## src/rtl/ex_muldiv_pkg.sv

```systemverilog
// Shared definitions for the RV32M multiply/divide unit: op codes, FSM states, default width.
package ex_muldiv_pkg;

    localparam int XLEN_DEFAULT = 32;

    localparam logic [2:0] OP_MUL    = 3'b000;
    localparam logic [2:0] OP_MULH   = 3'b001;
    localparam logic [2:0] OP_MULHSU = 3'b010;
    localparam logic [2:0] OP_MULHU  = 3'b011;
    localparam logic [2:0] OP_DIV    = 3'b100;
    localparam logic [2:0] OP_DIVU   = 3'b101;
    localparam logic [2:0] OP_REM    = 3'b110;
    localparam logic [2:0] OP_REMU   = 3'b111;

    typedef enum logic [1:0] {
        ST_IDLE = 2'd0,
        ST_CALC = 2'd1,
        ST_DONE = 2'd2
    } state_e;

    // Divide and remainder ops all have funct3[2] set.
    function automatic logic op_is_div(input logic [2:0] op);
        return op[2];
    endfunction

endpackage

```

## src/rtl/muldiv_iter_core.sv

```systemverilog
// Shared shift-register datapath: shift-add multiply or restoring divide, one step per step_i.
// After XLEN steps {hi,lo} is the product, or hi = remainder and lo = quotient.
module muldiv_iter_core #(
    parameter int XLEN = 32
) (
    input  logic            clk,
    input  logic            rst,
    input  logic            load_i,
    input  logic            step_i,
    input  logic            is_div_i,
    input  logic [XLEN-1:0] a_i,
    input  logic [XLEN-1:0] b_i,
    output logic [XLEN-1:0] step_hi_o,
    output logic [XLEN-1:0] step_lo_o
);

    logic [XLEN-1:0] hi_q, hi_d;
    logic [XLEN-1:0] lo_q, lo_d;
    logic [XLEN-1:0] m_q, m_d;
    logic            div_mode_q, div_mode_d;

    logic [XLEN:0]   sum;
    logic [XLEN:0]   shifted;
    logic [XLEN:0]   diff;
    logic [XLEN-1:0] mul_hi, mul_lo, div_hi, div_lo;

    // Value of the shift register after one step, exposed so the top can finish on the last step.
    always_comb begin
        sum     = {1'b0, hi_q} + (lo_q[0] ? {1'b0, m_q} : '0);
        mul_hi  = sum[XLEN:1];
        mul_lo  = {sum[0], lo_q[XLEN-1:1]};
        shifted = {hi_q, lo_q[XLEN-1]};
        diff    = shifted - {1'b0, m_q};
        if (!diff[XLEN]) begin
            div_hi = diff[XLEN-1:0];
            div_lo = {lo_q[XLEN-2:0], 1'b1};
        end else begin
            div_hi = shifted[XLEN-1:0];
            div_lo = {lo_q[XLEN-2:0], 1'b0};
        end
        step_hi_o = div_mode_q ? div_hi : mul_hi;
        step_lo_o = div_mode_q ? div_lo : mul_lo;
    end

    // Load clears the accumulator and stages operands; each enabled step commits one iteration.
    always_comb begin
        hi_d       = hi_q;
        lo_d       = lo_q;
        m_d        = m_q;
        div_mode_d = div_mode_q;
        if (load_i) begin
            hi_d       = '0;
            lo_d       = a_i;
            m_d        = b_i;
            div_mode_d = is_div_i;
        end else if (step_i) begin
            hi_d = step_hi_o;
            lo_d = step_lo_o;
        end
    end

    // Datapath registers, cleared by synchronous reset.
    always_ff @(posedge clk) begin
        if (!rst) begin
            hi_q       <= '0;
            lo_q       <= '0;
            m_q        <= '0;
            div_mode_q <= 1'b0;
        end else begin
            hi_q       <= hi_d;
            lo_q       <= lo_d;
            m_q        <= m_d;
            div_mode_q <= div_mode_d;
        end
    end

endmodule

```

## src/rtl/ex_muldiv_unit.sv

```systemverilog
// Iterative RV32M multiply/divide unit: FSM, operand sign handling, divide special cases,
// optional single-cycle multiply, and the registered one-cycle result strobe.
module ex_muldiv_unit
    import ex_muldiv_pkg::*;
#(
    parameter int XLEN     = XLEN_DEFAULT,
    parameter bit FAST_MUL = 1'b0
) (
    input  logic            clk,
    input  logic            rst,
    input  logic            start_i,
    input  logic [2:0]      op_i,
    input  logic [XLEN-1:0] op1_i,
    input  logic [XLEN-1:0] op2_i,
    input  logic [4:0]      reg_wr_addr_i,
    input  logic            abort_i,
    output logic            busy_o,
    output logic            hold_flag_o,
    output logic            result_valid_o,
    output logic [XLEN-1:0] result_o,
    output logic [4:0]      reg_wr_addr_o
);

    localparam int CW = $clog2(XLEN);
    localparam logic [CW-1:0] LAST_STEP = CW'(XLEN - 1);

    state_e          state_q, state_d;
    logic [CW-1:0]   cnt_q, cnt_d;
    logic [2:0]      op_q, op_d;
    logic            neg_q, neg_d;
    logic [4:0]      rd_q, rd_d;
    logic [XLEN-1:0] result_q, result_d;
    logic [4:0]      rd_out_q, rd_out_d;

    logic            a_signed, b_signed, a_neg, b_neg, is_div, is_rem, neg_in;
    logic            div_by_zero, div_ovf;
    logic [XLEN-1:0] mag_a, mag_b, special_res, fast_res, calc_res;
    logic [2*XLEN-1:0] prod_fast_mag, prod_fast, prod_calc;
    logic [XLEN-1:0] step_hi, step_lo, quo_fix, rem_fix;
    logic            core_load, core_step;

    // Decode the incoming op: magnitudes, result sign, special divides and the fast product.
    always_comb begin
        a_signed    = (op_i == OP_MULH) || (op_i == OP_MULHSU) || (op_i == OP_DIV) || (op_i == OP_REM);
        b_signed    = (op_i == OP_MULH) || (op_i == OP_DIV) || (op_i == OP_REM);
        a_neg       = a_signed & op1_i[XLEN-1];
        b_neg       = b_signed & op2_i[XLEN-1];
        mag_a       = a_neg ? (XLEN'(0) - op1_i) : op1_i;
        mag_b       = b_neg ? (XLEN'(0) - op2_i) : op2_i;
        is_div      = op_is_div(op_i);
        is_rem      = op_i[2] & op_i[1];
        neg_in      = is_rem ? a_neg : (a_neg ^ b_neg);
        div_by_zero = is_div && (op2_i == '0);
        div_ovf     = ((op_i == OP_DIV) || (op_i == OP_REM)) &&
                      (op1_i == {1'b1, {(XLEN-1){1'b0}}}) && (op2_i == '1);
        if (div_by_zero) begin
            special_res = is_rem ? op1_i : '1;
        end else begin
            special_res = is_rem ? '0 : op1_i;
        end
        prod_fast_mag = {{XLEN{1'b0}}, mag_a} * {{XLEN{1'b0}}, mag_b};
        prod_fast     = neg_in ? ((2*XLEN)'(0) - prod_fast_mag) : prod_fast_mag;
        fast_res      = (op_i == OP_MUL) ? prod_fast[XLEN-1:0] : prod_fast[2*XLEN-1:XLEN];
    end

    // Sign-correct the value the core will hold after its final step.
    always_comb begin
        prod_calc = {step_hi, step_lo};
        if (neg_q) begin
            prod_calc = (2*XLEN)'(0) - prod_calc;
        end
        quo_fix = neg_q ? (XLEN'(0) - step_lo) : step_lo;
        rem_fix = neg_q ? (XLEN'(0) - step_hi) : step_hi;
        if (op_is_div(op_q)) begin
            calc_res = op_q[1] ? rem_fix : quo_fix;
        end else begin
            calc_res = (op_q == OP_MUL) ? prod_calc[XLEN-1:0] : prod_calc[2*XLEN-1:XLEN];
        end
    end

    // FSM next state: capture in IDLE, iterate in CALC, single DONE cycle; abort returns to IDLE.
    always_comb begin
        state_d   = state_q;
        cnt_d     = cnt_q;
        op_d      = op_q;
        neg_d     = neg_q;
        rd_d      = rd_q;
        result_d  = result_q;
        rd_out_d  = rd_out_q;
        core_load = 1'b0;
        core_step = 1'b0;
        case (state_q)
            ST_IDLE: begin
                if (start_i && !abort_i) begin
                    op_d  = op_i;
                    neg_d = neg_in;
                    rd_d  = reg_wr_addr_i;
                    cnt_d = '0;
                    if (div_by_zero || div_ovf) begin
                        result_d = special_res;
                        rd_out_d = reg_wr_addr_i;
                        state_d  = ST_DONE;
                    end else if (FAST_MUL && !is_div) begin
                        result_d = fast_res;
                        rd_out_d = reg_wr_addr_i;
                        state_d  = ST_DONE;
                    end else begin
                        core_load = 1'b1;
                        state_d   = ST_CALC;
                    end
                end
            end
            ST_CALC: begin
                if (abort_i) begin
                    state_d = ST_IDLE;
                end else begin
                    core_step = 1'b1;
                    cnt_d     = cnt_q + 1'b1;
                    if (cnt_q == LAST_STEP) begin
                        result_d = calc_res;
                        rd_out_d = rd_q;
                        state_d  = ST_DONE;
                    end
                end
            end
            default: begin
                state_d = ST_IDLE;
            end
        endcase
    end

    // Control and result registers, cleared by synchronous active-low reset.
    always_ff @(posedge clk) begin
        if (!rst) begin
            state_q  <= ST_IDLE;
            cnt_q    <= '0;
            op_q     <= '0;
            neg_q    <= 1'b0;
            rd_q     <= '0;
            result_q <= '0;
            rd_out_q <= '0;
        end else begin
            state_q  <= state_d;
            cnt_q    <= cnt_d;
            op_q     <= op_d;
            neg_q    <= neg_d;
            rd_q     <= rd_d;
            result_q <= result_d;
            rd_out_q <= rd_out_d;
        end
    end

    muldiv_iter_core #(.XLEN(XLEN)) u_core (
        .clk       (clk),
        .rst       (rst),
        .load_i    (core_load),
        .step_i    (core_step),
        .is_div_i  (is_div),
        .a_i       (mag_a),
        .b_i       (mag_b),
        .step_hi_o (step_hi),
        .step_lo_o (step_lo)
    );

    assign busy_o         = (state_q != ST_IDLE);
    assign hold_flag_o    = start_i | busy_o;
    assign result_valid_o = (state_q == ST_DONE) & ~abort_i;
    assign result_o       = result_q;
    assign reg_wr_addr_o  = rd_out_q;

endmodule

```

## config.mk

```make
export PLATFORM = sky130hd
export DESIGN_NAME = ex_muldiv_unit
export DESIGN_NICKNAME = d
export VERILOG_FILES = /design/src/rtl/ex_muldiv_pkg.sv /design/src/rtl/muldiv_iter_core.sv /design/src/rtl/ex_muldiv_unit.sv
export SDC_FILE = /design/constraint.sdc
export NUM_CORES = 1
export LEC_CHECK = 0
export CAP_MARGIN = 20
export CORE_UTILIZATION = 45
export DETAILED_ROUTE_END_ITERATION = 7
export HOLD_SLACK_MARGIN = 0.02
export PLACE_DENSITY = 0.69
export SYNTH_ARGS = -nofsm -noshare
export SYNTH_HDL_FRONTEND = slang
export SYNTH_HIERARCHICAL = 1
export SYNTH_SLANG_ARGS = --single-unit
```

## constraint.sdc

```tcl
create_clock -name clk -period 5.8 [get_ports clk]
set_input_delay 1.74 -clock clk [delete_from_list [all_inputs] [get_ports clk]]
set_output_delay 1.74 -clock clk [all_outputs]
set_load 0.05 [all_outputs]
```

==> out/summary.txt <==
Initial Utilization: 45.9%
Most used DFF post-synth: dfxtp_1
Number of enable flip-flop cells after synthesis: 0
Initial antenna violation count: 5
CP Cell Sequence: inv_1 > ha_1 > fa_1 > nand2b_1 > a21oi_2 > o211ai_1 > a21oi_2 > o41ai_4 > buf_4 > buf_4 > xnor2_4 > nand2_1 > nand2_1 > inv_1 > ha_1 > nand2_1 > or4_1 > o21ai_0 > xnor2_1 > nand2_1 > a211oi_1
Post-DRT Antenna Nets: 0
Vias in the first global route: 16,420
CP max stage cell: or4_1
CTS buffer count: 17
Fmax achieved: 177 MHz
Port bufs: 115
Num Clock Sinks: 150
Detailed Place HPWL: 51,700 µm
Die area: 0.0361 mm²
CTS tree: yes
Chip width: 190 µm
Worst slew margin: 34.7%
Final setup vio count: 0
Boundary Pins: 116
Hold Fails Final Rpt: 0
WP data required: 6170 ps
Crit path kind: flip-flop to flip-flop
Post-synth ARST share: 0%
Layout cells sized above 1: 11.4%
CP startpoint kind: flip-flop
Worst setup EP type: flip-flop
Finished Cell Area: 0.0186 mm²
Tot Pwr: 4.08 mW
CP peak stage delay: 700 ps
Delay-heaviest family, CP: simple AND/OR/NAND/NOR gates
Synthesized area: 0.0159 mm²
Max Slew Vio Count: 0
Wirelength, routed: 67,000 µm
Status: complete, no violations
Hold WC Path Type: flip-flop to flip-flop
Arr. time, crit path: 6020 ps
Buffers & Inverters on Critical Path: 4
Core ar.: 0.0346 mm²
Clock slew at reported path FFs: 70 ps
Layout Skew: 16.3 ps
# Max-Cap Violations: 0
Placed Instance Area: 0.0179 mm²
Synth warn: 6
Power per cell area: 219 mW/mm²
Residual DRC count: 0
Worst setup margin: 143 ps
Starting DRT DRC Count: 2,420
Seq/Total Area, Yosys: 18.9%
Max IR drop VDD: 0.236 mV
Largest net degree at the start of global routing: 88
Slew at the pin with the worst max-slew slack: 978 ps
Synth Instances: 2,184
Gp weighted congestion: 1.06
Seq cells post-synth: 150
Post-DR wirelength/cell: 24.3 µm
Clk root buf: clkbuf_16
Die H: 190 µm
Most common cell on crit path: nand2_1
Utilization of the core after routing: 53.9%
Syn Nets: 2,333
Ant. Diodes: 0
CTS H-tree lvls: 4
Leak pwr: 7.21 nW
First drt pass iteration count: 6
First-pass GRT wire length: 100,000 µm
Final non-filler cell total: 2,754
Fin crit share: 97.5%
Synth unique cells: 101
Vias after detailed routing: 17,953
Grt total ovfl: 0
Worst Path Max Fanout: 10
DP Cell Count: 2,716
CTS max path bufs: 2
Via/cell ratio: 6.52
Clock Latency Late Sink: 470 ps
Setup_tns: 0 ps
Place WS: 38.6 ps
FP Rows: 68
Nets: 2,435
Tmin final: 5660 ps
Avg Cell Area, Syn: 7.28 µm²
GRT Overall Usage: 36.7%
Final hold slack: 458 ps
Area Growth Syn to Fin: 17.3%
[what timing repair did]
item | 4_1_cts | 5_1_grt
setup endpoints to repair | 0 | 20
buffers inserted | 0 | 4
hold buffers | 0 | 0
resized for setup | 0 | 10
[tightest hold or removal path, cell delays in order, from the launching register on]
cell and delay, ps:
dfxtp_1 310, nand2_1 50, a21oi_1 50
[state kept, by name, summed over array words and instances (netlist names)]
register and flops:
state_q 2, rd_q 5, cnt_q 5, neg_q 1, op_q 3, u_core/div_mode_q 1
u_core/hi_q 32, reg_wr_addr_o 5, u_core/m_q 32, result_o 32, u_core/lo_q 32
[layer usage]
| metal | up-vias | wire length [µm] | track usage, % | part of all wire (%) |
|---|---|---|---|---|
| li1 | 8180 | - | - | - |
| met1 | 8651 | 29800 | 53.2 | 44 |
| met2 | 977 | 28600 | 54.7 | 43 |
| met3 | 139 | 6700 | 6.47 | 10 |
| met4 | 6 | 1890 | 10.9 | 2.8 |
| met5 | - | 35 | 0 | 0.052 |
[cell usage after synthesis (52+ instances only)]
| cell type | number | area [µm²] |
|---|---|---|
| nor2_1 | 220 | 826 |
| nand2_1 | 215 | 807 |
| dfxtp_1 | 150 | 3000 |
| o21ai_0 | 144 | 721 |
| a21oi_1 | 119 | 596 |
| clkbuf_1 | 116 | 435 |
| xnor2_1 | 99 | 867 |
| inv_1 | 73 | 274 |
| ha_1 | 71 | 888 |
| xor2_1 | 68 | 596 |
| mux2i_1 | 57 | 571 |
| nand3_1 | 52 | 260 |
[final cells by class]
type / count / area (µm²)
Fill cell: 3376 / 16000
Multi-Input combinational cell: 1813 / 12100
Sequential cell: 150 / 3010
Timing Repair Buffer: 229 / 2040
Tap cell: 455 / 569
Clock buffer: 18 / 439
Inverter: 75 / 282
Clock inverter: 14 / 190
[placed cells by master, fill, tap and decap left out, drive strengths merged, types with 19 or more instances in the layout]
cell	count
nor2	220
nand2	216
o21ai	152
dfxtp	150
a21oi	122
buf	115
clkdlybuf4s50	114
xnor2	101
inv	78
ha	71
xor2	69
mux2i	57
nand3	52
or3	48
nor3	44
mux2	44
o31ai	44
and2	42
nor4	42
nor2b	41
a21boi	38
a31oi	33
nand4	30
a21o	27
o41ai	23
and3	22
a211oi	22
nand2b	19
[cell families (layout without fill, tap and decap cells)]
kind of cell	Yosys count	after routing	share of synthesized area [%]
simple gates	838	838	26.2
compound gates	630	630	27.2
flops	150	150	18.9
mux	102	102	6.92
xor+xnor	169	170	9.40
fa+ha+maj	73	73	5.84
buf+inv	222	336	5.56
[power breakdown]
part	total, mW	switching (mW)	leakage, nW	internal [mW]
clock network	1.25	0.550	0.306	0.702
logic	1.72	1.07	5.69	0.643
registers	1.12	0.0476	1.22	1.07
total	4.08	1.67	7.21	2.41
[path summary, 6_finish.rpt]
path	from	endpoint	slack, ps	depth (start not counted)
worst min register to register	rd_q[1]$_SDFFE_PN0P_	rd_q[1]$_SDFFE_PN0P_	460	2
worst min-delay path	rd_q[1]$_SDFFE_PN0P_	rd_q[1]$_SDFFE_PN0P_	460	2
worst max register to register	u_core/lo_q[31]$_SDFFE_PN0P_	result_o[4]$_SDFFE_PN0P_	140	21
worst max-delay path	u_core/lo_q[31]$_SDFFE_PN0P_	result_o[4]$_SDFFE_PN0P_	140	21
No activity file was read; power rests on OpenSTA's default activity.
